--- config.mk ---
export PLATFORM = sky130hd
export DESIGN_NAME = conv_window_gen
export DESIGN_NICKNAME = d
export VERILOG_FILES = /design/src/rtl/conv_window_gen.sv
export SDC_FILE = /design/constraint.sdc
export NUM_CORES = 1
export LEC_CHECK = 0
export CORE_MARGIN = 2
export CORE_UTILIZATION = 50
export CTS_CLUSTER_SIZE = 24
export DETAILED_ROUTE_END_ITERATION = 6
export PLACE_DENSITY = 0.69
export SYNTH_ARGS = -nofsm -noshare
export SYNTH_HDL_FRONTEND = slang
export SYNTH_SLANG_ARGS = --single-unit
--- constraint.sdc ---
create_clock -name clk -period 5.2 [get_ports clk]
set_clock_uncertainty 0.2 [all_clocks]
set_input_delay 1.56 -clock clk [delete_from_list [all_inputs] [get_ports clk]]
set_output_delay 1.56 -clock clk [all_outputs]
set_load 0.1 [all_outputs]
--- src/rtl/conv_window_gen.sv ---
// conv_window_gen: turns a raster-order pixel stream into every fully
// populated 3x3 window (valid convolution, stride 1, no padding).
//
// Ports:
//   clk, rst          clock and asynchronous active-high reset
//   clear             synchronous frame abort (beats in_valid in the same cycle)
//   in_valid, in_data accepted pixel, no backpressure
//   win_valid         one-cycle strobe, win_d1..win_d9 hold a new window
//   win_d1..win_d9    window pixels in row-major order (d1 top-left, d9 bottom-right)
//   frame_done        pulses with the last window of the frame
//   busy              high while the FSM is in FILL or STREAM
module conv_window_gen #(
    parameter int unsigned IMG_W  = 64,
    parameter int unsigned IMG_H  = 64,
    parameter int unsigned DATA_W = 8
) (
    input  logic              clk,
    input  logic              rst,
    input  logic              clear,
    input  logic              in_valid,
    input  logic [DATA_W-1:0] in_data,
    output logic              win_valid,
    output logic [DATA_W-1:0] win_d1,
    output logic [DATA_W-1:0] win_d2,
    output logic [DATA_W-1:0] win_d3,
    output logic [DATA_W-1:0] win_d4,
    output logic [DATA_W-1:0] win_d5,
    output logic [DATA_W-1:0] win_d6,
    output logic [DATA_W-1:0] win_d7,
    output logic [DATA_W-1:0] win_d8,
    output logic [DATA_W-1:0] win_d9,
    output logic              frame_done,
    output logic              busy
);

    localparam int unsigned COL_W = (IMG_W > 1) ? $clog2(IMG_W) : 1;
    localparam int unsigned ROW_W = (IMG_H > 1) ? $clog2(IMG_H) : 1;

    typedef enum logic [1:0] {
        IDLE   = 2'd0,
        FILL   = 2'd1,
        STREAM = 2'd2
    } state_e;

    // Window arrays are indexed [row][col], row 0 on top, col 0 on the left.
    typedef logic [2:0][2:0][DATA_W-1:0] win_t;

    state_e            state_q, state_d;
    logic [COL_W-1:0]  col_q, col_d;
    logic [ROW_W-1:0]  row_q, row_d;
    win_t              win_q, win_d;
    win_t              out_q, out_d;
    logic              valid_q, valid_d;
    logic              done_q, done_d;
    logic              busy_q, busy_d;

    logic [DATA_W-1:0] lb0 [IMG_W];
    logic [DATA_W-1:0] lb1 [IMG_W];

    logic accept;
    logic last_col;
    logic last_row;

    assign accept   = in_valid && !clear;
    assign last_col = (col_q == COL_W'(IMG_W - 1));
    assign last_row = (row_q == ROW_W'(IMG_H - 1));

    // Next-state: counters, FSM, window shift and output capture.
    always_comb begin
        state_d = state_q;
        col_d   = col_q;
        row_d   = row_q;
        win_d   = win_q;
        out_d   = out_q;
        valid_d = 1'b0;
        done_d  = 1'b0;

        if (clear) begin
            state_d = IDLE;
            col_d   = '0;
            row_d   = '0;
        end else if (in_valid) begin
            for (int r = 0; r < 3; r++) begin
                win_d[r][0] = win_q[r][1];
                win_d[r][1] = win_q[r][2];
            end
            // Line buffers are read before this cycle's write lands.
            win_d[0][2] = lb1[col_q];
            win_d[1][2] = lb0[col_q];
            win_d[2][2] = in_data;

            if (last_col) begin
                col_d = '0;
                row_d = last_row ? '0 : row_q + ROW_W'(1);
            end else begin
                col_d = col_q + COL_W'(1);
            end

            unique case (state_q)
                IDLE:    state_d = FILL;
                FILL:    if (row_q == ROW_W'(2) && col_q == '0) state_d = STREAM;
                STREAM:  if (last_col && last_row) state_d = IDLE;
                default: state_d = IDLE;
            endcase

            // Gating on row/col keeps stale line-buffer data out of any window.
            if (row_q >= ROW_W'(2) && col_q >= COL_W'(2)) begin
                valid_d = 1'b1;
                out_d   = win_d;
                done_d  = last_col && last_row;
            end
        end

        busy_d = (state_d != IDLE);
    end

    // State and output registers.
    always_ff @(posedge clk or posedge rst) begin
        if (rst) begin
            state_q <= IDLE;
            col_q   <= '0;
            row_q   <= '0;
            win_q   <= '0;
            out_q   <= '0;
            valid_q <= 1'b0;
            done_q  <= 1'b0;
            busy_q  <= 1'b0;
        end else begin
            state_q <= state_d;
            col_q   <= col_d;
            row_q   <= row_d;
            win_q   <= win_d;
            out_q   <= out_d;
            valid_q <= valid_d;
            done_q  <= done_d;
            busy_q  <= busy_d;
        end
    end

    // Line buffers: lb0 holds the previous row, lb1 the one before it.
    always_ff @(posedge clk) begin
        if (accept) begin
            lb1[col_q] <= lb0[col_q];
            lb0[col_q] <= in_data;
        end
    end

    assign win_valid  = valid_q;
    assign frame_done = done_q;
    assign busy       = busy_q;
    assign win_d1     = out_q[0][0];
    assign win_d2     = out_q[0][1];
    assign win_d3     = out_q[0][2];
    assign win_d4     = out_q[1][0];
    assign win_d5     = out_q[1][1];
    assign win_d6     = out_q[1][2];
    assign win_d7     = out_q[2][0];
    assign win_d8     = out_q[2][1];
    assign win_d9     = out_q[2][2];

endmodule

== Word-level counts from Yosys, hierarchy flattened ==
Memory sizes are Yosys's and may differ from the RTL's.
Cells that the tools add are included.

* Register bits after elaboration: 137
* Memory bits (writable): 1,024
* Logic and storage cells: 66
* Memories kept: 2

{| class="wikitable"
|+ Memory list
! memory !! words !! width !! rd ports !! clocked after Yosys merged registers in !! wr ports !! RTL line !! text
|-
| lb0 || 64 || 8 || 1 || 0 || 1 || 57 || <nowiki>logic [DATA_W-1:0] lb0 [IMG_W];</nowiki>
|-
| lb1 || 64 || 8 || 1 || 0 || 1 || 58 || <nowiki>logic [DATA_W-1:0] lb1 [IMG_W];</nowiki>
|}

* $add $sub $neg: 2
* Magnitude comparators: 2
* Equality and inequality tests: 5
* Muxes and demuxes: 20
* Bitwise logic cells: 1
* Reductions and logical operators: 13

{| class="wikitable"
|+ Operators by type and width
! operator !! number
|-
| $mux 6 || 7
|-
| $add 6x1->6 const B || 2
|-
| $eq 6x6->1 const B || 2
|-
| $ge 6x2->1 const B || 2
|-
| $mux 1 || 8
|-
| $mux 2 || 4
|-
| $eq 6x2->1 const B || 1
|-
| $logic_not 6->1 || 1
|-
| $pmux 2 s3 || 1
|-
| $reduce_bool 2->1 || 3
|-
| $logic_and 1x1->1 || 4
|-
| $reduce_and 2->1 || 2
|-
| $reduce_and 3->1 || 1
|-
| $eq 2x1->1 const B || 1
|-
| $eq 2x2->1 const B || 1
|-
| $logic_not 2->1 || 1
|-
| $logic_not 1->1 || 1
|-
| $not 1->1 || 1
|}

== Depth between registers and ports, before layout ==
* Depth in word-level cells: 7
* Mapped depth: 12
* Mapped depth without buffers: 8

== Worst setup path after synthesis ==
Ideal clock, no wire load.

* Kind: input -> register
* From: input in_valid
* To: memory lb0[11][0], enable pin
* Library setup time: 0.389 ns
* Arrival time: 3.300 ns
* Required time: 4.611 ns
* Slack: 1.312 ns
* Cell stages on the path: 6
* Cells stage by stage: buf_2 > inv_1 > nor2_1 > clkbuf_1 > nand3_1 > nor2_1

* Word-level cells in the longest chain between the ends: 3

{| class="wikitable"
|+ Ends and longest elaborated chain
! item !! RTL line !! text
|-
| start, declared || 20 || <nowiki>input logic in_valid,</nowiki>
|-
| $logic_and 1x1->1 || 64 || <nowiki>assign accept = in_valid && !clear;</nowiki>
|-
| $mux 1 || 142 || <nowiki>if (accept) begin</nowiki>
|-
| $mux 1 (not written as such) || 144 || <nowiki>lb0[col_q] <= in_data;</nowiki>
|-
| end, declared || 57 ||
|}

No other way between the ends.

== Worst setup path in the final report ==
* From: register col_q[0]
* To: memory lb1[2][0] (data pin)

* Word-level cells in the longest chain between the ends: 1

{| class="wikitable"
|+ Ends and longest elaborated chain
! item !! RTL line !! text
|-
| start, declared || 49 || <nowiki>logic [COL_W-1:0] col_q, col_d;</nowiki>
|-
| start signal, assigned || 130 || <nowiki>col_q <= col_d;</nowiki>
|-
| $mem_v2 64x8 || - ||
|-
| end, declared || 58 ||
|}

No other way between the ends.

==> results by group <==
Status
  – Outcome: complete, no violations

Timing
  – Setup TNS: 0 ps
  – Tmin final: 4390 ps
  – Setup violators final: 0
  – Slew HR: 0.114
  – Tightest Pin Transition: 1330 ps
  – Post-route setup slack: 805 ps
  – Period utilisation layout: 0.845
  – Max-slew violation count: 0
  – Achievable Freq: 228 MHz
  – Fin. Hold Viols: 0
  – RSZ-0062 raised after global routing: no

Die
  – Die W: 304 um
  – Die Height: 304 um
  – Starting density of the core: 0.503
  – Core region area: 89700 um2
  – Die area: 92600 um2
  – I/O pin cnt: 87
  – Row count: 110

Finish
  – Antenna diodes: 0
  – Layout cells sized above 1: 0.166
  – Design Area, Final: 51600 um2
  – Synth-to-layout area growth: 14.4%
  – Biggest regs: lb0: 512 flops, lb1: 512 flops, win_q: 48 flops
  – Most common cell after layout, fill and taps aside: edfxtp_1
  – Nets@finish: 2840
  – Commonest cells after routing, fill and taps aside: 1024 x edfxtp_1, 297 x mux2i_1, 172 x nand2_1

Route
  – First-pass detailed-route iteration total: 6
  – DR WL/cell: 27.3 um
  – Via count: 25.1k
  – Routed WL: 112000 um
  – Vias per Instance: 6.13
  – Post-route ant nets: 0
  – DRC violations left: 0
  – DR iter-0 viols: 3429

Setup path
  – Worst Path Required: 5340 ps
  – CP Capture Type: flip-flop
  – CP peak stage delay: 1100 ps
  – Crit Path Class: reg -> reg
  – CP Max Fanout: 64
  – Crit path cell chain: nor2_4, o2bb2ai_1, nand2_1, a21oi_1, nor3_1, nand2_2, buf_4
  – FF-to-FF End: lb1[2][0]$_DFFE_PP_
  – Worst path arrival time: 4540 ps
  – FF-to-FF Start: col_q[0]$_DFFE_PP0P_
  – Crit-path slowest cell: nor2_4
  – R2R depth: 7
  – CP Launch Type: flip-flop
  – R2R Setup Slk: 810 ps

Placed design
  – HPWL after DPL: 67800 um
  – Port Buf Inserts: 86
  – Total placed instance area: 48000 um2
  – Post-Place Setup Slack: 431 ps
  – Global placer's final weighted congestion: 0.857

Global routing
  – Largest net degree at the start of global routing: 67
  – Met2 Use GR: 0.388
  – GRT Overall Usage: 0.240
  – Met1 GRT Util: 0.328
  – Initial antenna violation count: 1
  – Remaining Overflow, GRT: 0
  – Most used routing layer: met2
  – Met3 GRT Util: 0.0407
  – First-pass GRT wire length: 165000 um
  – Vias in the first global route: 25.0k

Synthesis
  – Ranking of synthesized cells by area: edfxtp_1 68%, dfrtp_1 7.6%, mux2i_1 6.6%, mux4_2 2.7%, o2bb2ai_1 1.6%
  – Largest area contributor in the netlist: edfxtp_1
  – Syn_area_per_cell: 17.1 um2
  – Seq/Total Area, Yosys: 0.758
  – Yosys warns: 0
  – Post-synth EDFFs: 1024
  – Synth Net Count: 2649
  – Synth unique cells: 65
  – Async set-reset flop share out of synthesis: 0.118
  – Synth Flop Type: edfxtp_1
  – Top cell type's share of synthesized area: 0.682
  – Number of synthesized register bits: 1161
  – Gate Count Post-Synth: 2632
  – Synth Cell Area: 45100 um2

Min path
  – Worst hold path class: reg -> reg
  – Hold endpoint: win_q[11]$_DFFE_PP0P_
  – Hold Path Origin: win_q[11]$_DFFE_PP0P_
  – Cell depth of the worst hold path: 2

CTS
  – TritonCTS Buffers: 112
  – Clock sinks: 1161
  – Post-CTS Hold Buffers: 0
  – Clk_lat worst skew: 690 ps
  – H-tree levels: 3
  – # resized after CTS: 0
  – # Post-CTS Setup Buffers: 0
  – CTS tree: done
  – Clock buffer depth: 3
  – CTS root buffer: clkbuf_16
  – Clk slew on worst S/H paths: 60 ps

Pwr
  – PwrDens: 378 nW/um2
  – Leakage: 17.1 nW
  – Maximum VDD drop: 234 uV

Job
  – Max-Cap Viols: 0
synthesized netlist by cell type (8+ instances only):
library cell and n:
mux4_2 55, a211o_1 8, mux2_1 11, buf_2 63
buf_4 9, a31oi_1 30, nand3_1 15, mux2i_1 297
nand2_1 180, a222oi_1 8, and2_1 8, o22ai_1 82
nor3_1 16, o21ai_0 27, a221oi_1 52, buf_6 8
dfrtp_1 137, edfxtp_1 1024, a22oi_1 19, o2bb2ai_1 84
nor2_1 151, clkbuf_1 72, a21oi_1 111, nor4_2 13
mux2_2 60, nand3b_1 11, buf_1 10
metrics by stage:
| stage | total power (W) | instances | utilization | hold WS, ps |
|---|---|---|---|---|
| finish | 0.0195 | 4093 | 0.575 | 269 |
| global route | 0.0200 | 4093 | 0.575 | 299 |
| CTS | 0.0196 | 4093 | 0.575 | 272 |
| detailed placement | 0.0118 | 3885 | 0.535 | 257 |
| global placement | 0.0117 | 3885 | 0.535 | 254 |
| floorplan | 0.0112 | 2632 | - | 240 |
critical path, delay by kind of cell, from the launching register on:
family / cells / cell delay, ps
buf+inv: 1 / 680
simple gates: 4 / 1530
flops: 1 / 770
compound gates: 2 / 800
layer usage:
metal  wire length, um  vias up
met5                11        -
met1             43700    12800
li1                  -    10800
met2             53500     1326
met3             10200      230
met4              4260        2
cell type report:
cell class | instances | area [um2]
Clock buffer | 147 | 3060
Clock inverter | 61 | 536
Fill cell | 6589 | 38200
Inverter | 6 | 26.3
Multi-Input combinational cell | 1301 | 10100
Sequential cell | 1161 | 34200
Tap cell | 1176 | 1470
Timing Repair Buffer | 241 | 2160
logic make-up after synthesis:
logic type                 synth area share
DFF                                   0.758
buffers and inverters                0.0186
AOI/OAI and AO/OA                    0.0673
and+or+nand+nor                      0.0421
muxes                                 0.111
xor gates and xnor gates            0.00136
adders and majority gates           0.00139
worst max path at each step:
| stage | from | to | slack (ps) |
|---|---|---|---|
| after detailed placement | clear | lb0[48][3]$_DFFE_PP_ | 430 |
| after CTS | col_q[0]$_DFFE_PP0P_ | lb1[45][0]$_DFFE_PP_ | 890 |
| final | col_q[0]$_DFFE_PP0P_ | lb1[2][0]$_DFFE_PP_ | 810 |
| after global placement | clear | lb1[24][3]$_DFFE_PP_ | 480 |
| after floorplan | in_valid | lb0[11][0]$_DFFE_PP_ | 1310 |
| after global routing | col_q[0]$_DFFE_PP0P_ | lb1[43][0]$_DFFE_PP_ | 720 |
power by group:
part / internal, W / switching, W / total (W)
clock: 0.00449 / 0.00342 / 0.00791
combinational: 0.000354 / 0.000820 / 0.00117
sequential: 0.0103 / 0.0000672 / 0.0104
total: 0.0152 / 0.00431 / 0.0195
Power figures use the tool's default switching activity.
